--- config.mk ---
export PLATFORM = sky130hd
export DESIGN_NAME = bcd_display_scanner
export DESIGN_NICKNAME = d
export VERILOG_FILES = /design/src/rtl/bcd_disp_pkg.sv /design/src/rtl/bcd_display_scanner_seg7.sv /design/src/rtl/bcd_display_scanner.sv
export SDC_FILE = /design/constraint.sdc
export NUM_CORES = 1
export LEC_CHECK = 0
export CORE_UTILIZATION = 25
export DETAILED_ROUTE_END_ITERATION = 8
export PLACE_DENSITY = 0.53
export SLEW_MARGIN = 20
export SYNTH_ARGS = -nofsm -noshare
export SYNTH_HDL_FRONTEND = slang
export SYNTH_SLANG_ARGS = --single-unit
--- constraint.sdc ---
create_clock -name clk -period 2.73 [get_ports clk]
set_clock_uncertainty 0.2 [all_clocks]
set_input_delay 0.546 -clock clk [delete_from_list [all_inputs] [get_ports clk]]
set_output_delay 0.546 -clock clk [all_outputs]
set_load 0.01 [all_outputs]
--- src/rtl/bcd_disp_pkg.sv ---
// bcd_disp_pkg: shared state encoding and segment constants for the BCD display scanner
package bcd_disp_pkg;

    typedef enum logic [1:0] {SHOW_ONES, DEAD_A, SHOW_TENS, DEAD_B} state_t;

    localparam logic [6:0] SEG_BLANK = 7'h7F;
    localparam logic [6:0] SEG_DASH  = 7'h3F;

    // Active-low {g,f,e,d,c,b,a} glyphs for digits 0..9
    localparam logic [0:9][6:0] GLYPH = {
        7'h40, 7'h79, 7'h24, 7'h30, 7'h19,
        7'h12, 7'h02, 7'h78, 7'h00, 7'h10
    };

endpackage

--- src/rtl/bcd_display_scanner_seg7.sv ---
// bcd_to_seg7: nibble to active-low seven-segment pattern, dash for non-BCD nibbles
import bcd_disp_pkg::*;

module bcd_to_seg7 (
    input  logic [3:0] i_nib,
    output logic [6:0] o_seg
);

    assign o_seg = (i_nib > 4'd9) ? SEG_DASH : GLYPH[i_nib];

endmodule

--- src/rtl/bcd_display_scanner.sv ---
// bcd_display_scanner: tear-free two-digit multiplexed seven-segment driver with dead time
import bcd_disp_pkg::*;

module bcd_display_scanner #(
    parameter int REFRESH_DIV = 50000,
    parameter int DEAD_CYCLES = 500
) (
    input  logic       clk,
    input  logic       rst,
    input  logic [7:0] bcd_in,
    input  logic       load,
    input  logic       blank_lz,
    output logic [6:0] seg,
    output logic [1:0] an,
    output logic       bcd_err,
    output logic       frame_done
);

    localparam int MAXC = (REFRESH_DIV > DEAD_CYCLES) ? REFRESH_DIV : DEAD_CYCLES;
    localparam int CW   = $clog2(MAXC);

    state_t          r_state, w_next;
    logic [CW-1:0]   r_cnt;
    logic [CW-1:0]   w_lim;
    logic            w_show, w_adv, w_bnd;
    logic [7:0]      r_shadow, r_disp;
    logic            r_pending, r_bnd;
    logic [3:0]      w_nib;
    logic [6:0]      w_glyph, w_seg;
    logic [1:0]      w_an;

    assign w_show = (r_state == SHOW_ONES) || (r_state == SHOW_TENS);
    assign w_lim  = w_show ? CW'(REFRESH_DIV - 1) : CW'(DEAD_CYCLES - 1);
    assign w_adv  = (r_cnt == w_lim);
    assign w_bnd  = (r_state == DEAD_B) && w_adv;
    assign w_nib  = (r_state == SHOW_TENS) ? r_disp[7:4] : r_disp[3:0];

    bcd_to_seg7 u_dec (
        .i_nib (w_nib),
        .o_seg (w_glyph)
    );

    // Phase sequencing and the segment/anode pattern for the current phase
    always_comb begin
        w_next = r_state;
        w_an   = 2'b11;
        w_seg  = SEG_BLANK;
        case (r_state)
            SHOW_ONES: begin
                w_an  = 2'b10;
                w_seg = w_glyph;
                if (w_adv) w_next = DEAD_A;
            end
            DEAD_A: begin
                if (w_adv) w_next = SHOW_TENS;
            end
            SHOW_TENS: begin
                w_an  = 2'b01;
                w_seg = (blank_lz && r_disp[7:4] == 4'd0) ? SEG_BLANK : w_glyph;
                if (w_adv) w_next = DEAD_B;
            end
            default: begin
                if (w_adv) w_next = SHOW_ONES;
            end
        endcase
    end

    // Phase register and dwell counter
    always_ff @(posedge clk or posedge rst) begin
        if (rst) begin
            r_state <= SHOW_ONES;
            r_cnt   <= '0;
        end else begin
            r_state <= w_next;
            r_cnt   <= w_adv ? '0 : r_cnt + 1'b1;
        end
    end

    // Shadow capture; commit to the displayed value only at the frame boundary
    always_ff @(posedge clk or posedge rst) begin
        if (rst) begin
            r_shadow  <= 8'h00;
            r_pending <= 1'b0;
            r_disp    <= 8'h00;
        end else begin
            if (load) r_shadow <= bcd_in;
            if (w_bnd) begin
                r_pending <= 1'b0;
                if (load) r_disp <= bcd_in;
                else if (r_pending) r_disp <= r_shadow;
            end else if (load) begin
                r_pending <= 1'b1;
            end
        end
    end

    // Registered outputs, one cycle behind the phase that produced them
    always_ff @(posedge clk or posedge rst) begin
        if (rst) begin
            seg        <= SEG_BLANK;
            an         <= 2'b11;
            bcd_err    <= 1'b0;
            r_bnd      <= 1'b0;
            frame_done <= 1'b0;
        end else begin
            seg        <= w_seg;
            an         <= w_an;
            bcd_err    <= (r_disp[7:4] > 4'd9) || (r_disp[3:0] > 4'd9);
            r_bnd      <= w_bnd;
            frame_done <= r_bnd;
        end
    end

endmodule

# Yosys cells after proc, flatten, opt, wreduce, memory -nomap -nowiden
# Memory sizes are Yosys's and may differ from the RTL's.
# Index checks and enable logic that the tools add are counted.
# word_totals
ff_bits	47
latchBits	0
ram_bits	0
romBits	112
inputBits	12
n_memories	1
# op_classes
n_addsub	1
multipliers	0
div	0
magnitude_cmp	4
eq_ne	4
n_shift	0
n_mux	18
n_bitwise	1
reduce_logical	9
# memory_table
name	words	width	rd	rd_ports_with_merged_regs	write_ports	line_no	rtl
(name not given)	16	7	1	0	0	bcd_display_scanner_seg7.sv:9	assign o_seg = (i_nib > 4'd9) ? SEG_DASH : GLYPH[i_nib];
# op_table
operator	count
$mux W16	2
$mux W7	4
$add A16 B1 Y16 const B	1
$eq A16 B16 Y1	1
$mux W8	2
$pmux W7 S2	1
$gt A4 B4 Y1 const B	3
$mux W2	4
$pmux W2 S3	1
$ge A5 B5 Y1 const B	1
$not A4 Y5	1
$eq A2 B2 Y1 const B	2
$logic_not A4 Y1	1
$mux W4	1
$pmux W2 S2	1
$reduce_bool A2 Y1	2
$eq A2 B1 Y1 const B	1
$logic_and A1 B1 Y1	2
$logic_not A2 Y1	1
$logic_or A1 B1 Y1	2
$mux W1	2
$reduce_and A2 Y1	1

# Depth between registers and ports, before layout
# depth
ltp_word	9
mapped_depth	9
ltp_nobuf	8

# Hierarchy
# Synthesis repeated with hierarchy kept, for this count alone.
# hier_totals
hier_cells	186
area_unflattened_um2	2249.7
# modules_own_cells
mod	n_inst	cells_per_inst	area_each_um2	seq_area_each_um2
bcd_display_scanner	1	160	2030.7	1187.4
bcd_to_seg7	1	26	219.0	0.0

# Worst setup path after synthesis
# Ideal clock, no wire load.
# synth_timing
kind	reg2reg
startpoint	register r_state[0]
endpoint	register seg[0]
setup_time_ps	103
arrival_ps	2013
required_ps	2427
slack_ps	414
path_stages_with_launch	9
synth_period_minus_slack_ps	2316
cell_sequence	dfrtp_1 inv_1 ha_1 buf_2 mux2i_1 ha_1 o21ai_0 a21boi_0 o21ai_0
# synth_between
elab_chain_len	9
elab_cells_between_ends	11
cone_classes	order compare (1); eq/ne (1); mux (6); bitwise (1); reduce/logical (1); memory (1)
# synth_rtl
item	line_no	rtl
start: declaration	bcd_display_scanner.sv:22	state_t r_state, w_next;
start signal: assignment	bcd_display_scanner.sv:74	r_state <= w_next;
$eq A2 B2 Y1	bcd_display_scanner.sv:36, bcd_display_scanner.sv:48	
$mux W4	bcd_display_scanner.sv:36	assign w_nib = (r_state == SHOW_TENS) ? r_disp[7:4] : r_disp[3:0];
$not A4 Y5 (not written as such)	bcd_display_scanner_seg7.sv:9	
$mem_v2 Z16 W7	--	
$mux W7 (not written as such) (2 in a row)	bcd_display_scanner_seg7.sv:9	
$mux W7	bcd_display_scanner_seg7.sv:9	
$mux W7	bcd_display_scanner.sv:59	w_seg = (blank_lz && r_disp[7:4] == 4'd0) ? SEG_BLANK : w_glyph;
$pmux W7 S2 *	bcd_display_scanner.sv:48	case (r_state)
via w_seg[0]	bcd_display_scanner.sv:29	logic [6:0] w_glyph, w_seg;
end signal: assignment	bcd_display_scanner.sv:106	seg <= w_seg;
end: declaration	bcd_display_scanner.sv:13	output logic [6:0] seg,
# The timed path passes the listed nets; every way through them passes the cells marked *. The select of a mux whose other input is x is not followed.
# A chain may end at the register's enable or synchronous reset.

# Worst setup path after layout
# layout_timing
startpoint	register r_state[0]
endpoint	register seg[5]
# Same word-level chain as after synthesis.

==> impl_metrics.json <==
{
  "hold_path.class": "reg -> reg",
  "synth_edf_count": 0,
  "chipHeight_um": 95.75,
  "area.growth.synth_to_final_pct": 22.27,
  "tns_ns": 0,
  "cp-start-kind": "register",
  "die_area_sq_mm": 0.009167,
  "maxSlewViolCount": 0,
  "clock.fmax_mhz": 425.5,
  "layout.nets": 235,
  "ir_worst_vdd_mv": 0.2055,
  "grt.overflow.total": 0,
  "synthArstFlopShare_pct": 100.0,
  "grt_pass1_vias": 1426,
  "antenna_found_initial": 0,
  "ctsResizeCount": 0,
  "criticalPathCategory": "reg -> reg",
  "clockRootBuffer": "clkbuf_8",
  "grtUsageTotal_pct": 9.813,
  "rows": 33,
  "status": "complete, no violations",
  "period_needed_ns": 2.350,
  "internal-power_uw": 926.6,
  "postCtsHoldBufs": 0,
  "end_kind": "register",
  "synth-simple-area-share_pct": 13.10,
  "numCtsBuffers": 5,
  "clock_power_share_pct": 36.6,
  "finalSetupViolations": 0,
  "synth_top_cells_by_count": "dfrtp_1, mux2_2, nor2_1",
  "p_seq_share_pct": 59.0,
  "finalHoldViolations": 0,
  "drive_above_1_share_pct": 24.53,
  "critPathMaxFanout": 6,
  "portBuffers": 22,
  "syn_inst": 179,
  "fin_crit_sh_pct": 86.09,
  "ant_nets": 0,
  "maxCapViolCount": 0,
  "yosysSeqAreaShare_pct": 54.04,
  "ys.flop_type": "dfrtp_1",
  "crit_required_ns": 2.74,
  "vias_per_cell": 4.353,
  "worstPathArrival_ns": 2.36,
  "clk_pin_slew_ns": 0.09,
  "rsz0062_at_grt": "no",
  "synthDistinctLibCells": 26,
  "top_level_ports": 23,
  "grt_start_max_net_pins": 28,
  "yosysWarnings": 0,
  "worstSkewPairLatency_ns": 0.30,
  "powerDensity_mw_per_mm2": 448.0,
  "switching_share_pct": 23.01,
  "synth_top_family_by_area": "multiplexers",
  "diodes": 0,
  "post_cts_buffers": 0,
  "num_vias": 1380,
  "htreeDepth": 2,
  "start_util_pct": 26.34,
  "fin_hold_ws_ns": 0.1568,
  "n_fill_cell": 876,
  "setup_ws_ns": 0.3798,
  "avgSynthCellArea_sq_um": 12.27,
  "synth_fa_ha_area_share_pct": 6.834,
  "p_leak_nw": 1.227,
  "cts_tree": "yes",
  "place_hpwl_um": 2912,
  "wirelength_um": 3859,
  "multi_input_area_sq_um": 957.2,
  "clk_path_buf_depth": 2,
  "postPlaceCellArea_sq_mm": 0.002591,
  "first_pass_iters": 4,
  "synth_top_area_share_pct": 43.28,
  "yosys-mux-area-fraction_pct": 14.81,
  "synth_compound_area_share_pct": 3.246,
  "slew_headroom_pct": 62.60,
  "drt-initial-drc-count": 44,
  "core_sq_mm": 0.008341,
  "grt_pass1_wl_um": 6817,
  "place_ws_ns": 0.2482,
  "drc_errors": 0,
  "comb_power_share_pct": 4.4,
  "cts_sinks": 47,
  "ff_latch_area_sq_mm": 0.001187,
  "tightest_slew_ns": 0.5568,
  "final_cell_area_sq_mm": 0.002686,
  "p_switching_uw": 277.0,
  "synth_seq_cells": 47,
  "wl_per_cell_um": 12.17,
  "syn-cell-area_sq_mm": 0.002197,
  "die_w_um": 95.75,
  "yosysMostFrequentCell": "dfrtp_1",
  "synth_xor_xnor_area_share_pct": 5.581,
  "yosysTopAreaCell": "dfrtp_1",
  "synth_area_leaders": "dfrtp_1, dfstp_2, mux2_2, ha_1, xnor2_1",
  "fin_util_pct": 32.21,
  "syn_nets": 203,
  "place_congestion": 0.7332
}
-- flip-flops by register name, indices dropped and copies added, names as in the netlist --
signal	count
r_cnt	16
frame_done	1
r_state	2
r_bnd	1
r_pending	1
r_shadow	8
r_disp	8
bcd_err	1
seg	7
an	2
-- worst paths after layout --
| kind | start | endpoint | slack, ns | cells past startpoint |
|---|---|---|---|---|
| setup / recovery | r_state[0] | seg[5] | 0.38 | 7 |
| min in group asynchronous | rst | r_shadow[7] | 0.36 | 2 |
| hold reg to reg | r_bnd | frame_done | 0.16 | 0 |
| hold / removal | r_bnd | frame_done | 0.16 | 0 |
| setup reg to reg | r_state[0] | seg[5] | 0.38 | 7 |
| max in group asynchronous | rst | seg[6] | 1.39 | 3 |
-- cell families after synthesis --
| family | count (synthesis) |
|---|---|
| AOI/OAI and AO/OA | 13 |
| xor gates and xnor gates | 14 |
| adders and majority gates | 12 |
| buffers and inverters | 13 |
| DFF | 47 |
| muxes | 29 |
| and+or+nand+nor | 51 |
-- cells in the final DEF, fill, tap and decap left out, types with 6 or more instances in the layout --
master,instances
dfstp_2,9
mux2i_1,7
nor2_1,19
o21ai_0,10
clkdlybuf4s50_1,22
mux2_2,19
xnor2_1,10
nand2_1,6
dfrtp_1,38
ha_1,12
inv_1,9
-- final cells by class --
cell class              count  share of cell area, %
flip-flops and latches     47                  44.20
multi-input cells         119                  35.63
repair buffers             28                  10.34
well taps                 105                  4.891
clock buffers               5                  2.562
inverters                  10                  1.397
clock inverters             3                 0.9781
-- power by group through the flow --
stage	registers [mW]	clock network (mW)	logic (mW)
floorplan	0.723	0	0.0267
global placement	0.723	0	0.0551
detailed placement	0.724	0	0.0558
CTS	0.711	0.463	0.0555
global route	0.712	0.497	0.0606
finish	0.710	0.441	0.0525
-- layer usage --
metal  vias to the layer above  wire length [um]  global-route usage [%]
met5                         -                 0                       0
met3                         5               119                   2.686
met1                       679              1828                   12.31
li1                        683                 -                       -
met4                         0                38                   2.612
met2                        13              1872                   16.61
-- stage by stage --
step | power [mW] | cells
2_1_floorplan | 0.7497 | 179
3_3_place_gp | 0.7785 | 309
3_5_place_dp | 0.7795 | 309
4_1_cts | 1.229 | 317
5_1_grt | 1.269 | 317
6_report | 1.204 | 317
-- critical path: stages, from the launching register on --
cell and delay (ns):
dfrtp_1 0.41, inv_1 0.09, ha_1 0.33, mux2i_1 0.46
ha_1 0.26, o21ai_0 0.08, a21boi_1 0.29, o21ai_0 0.15
Note: power is estimated with default switching activity, not from simulation.
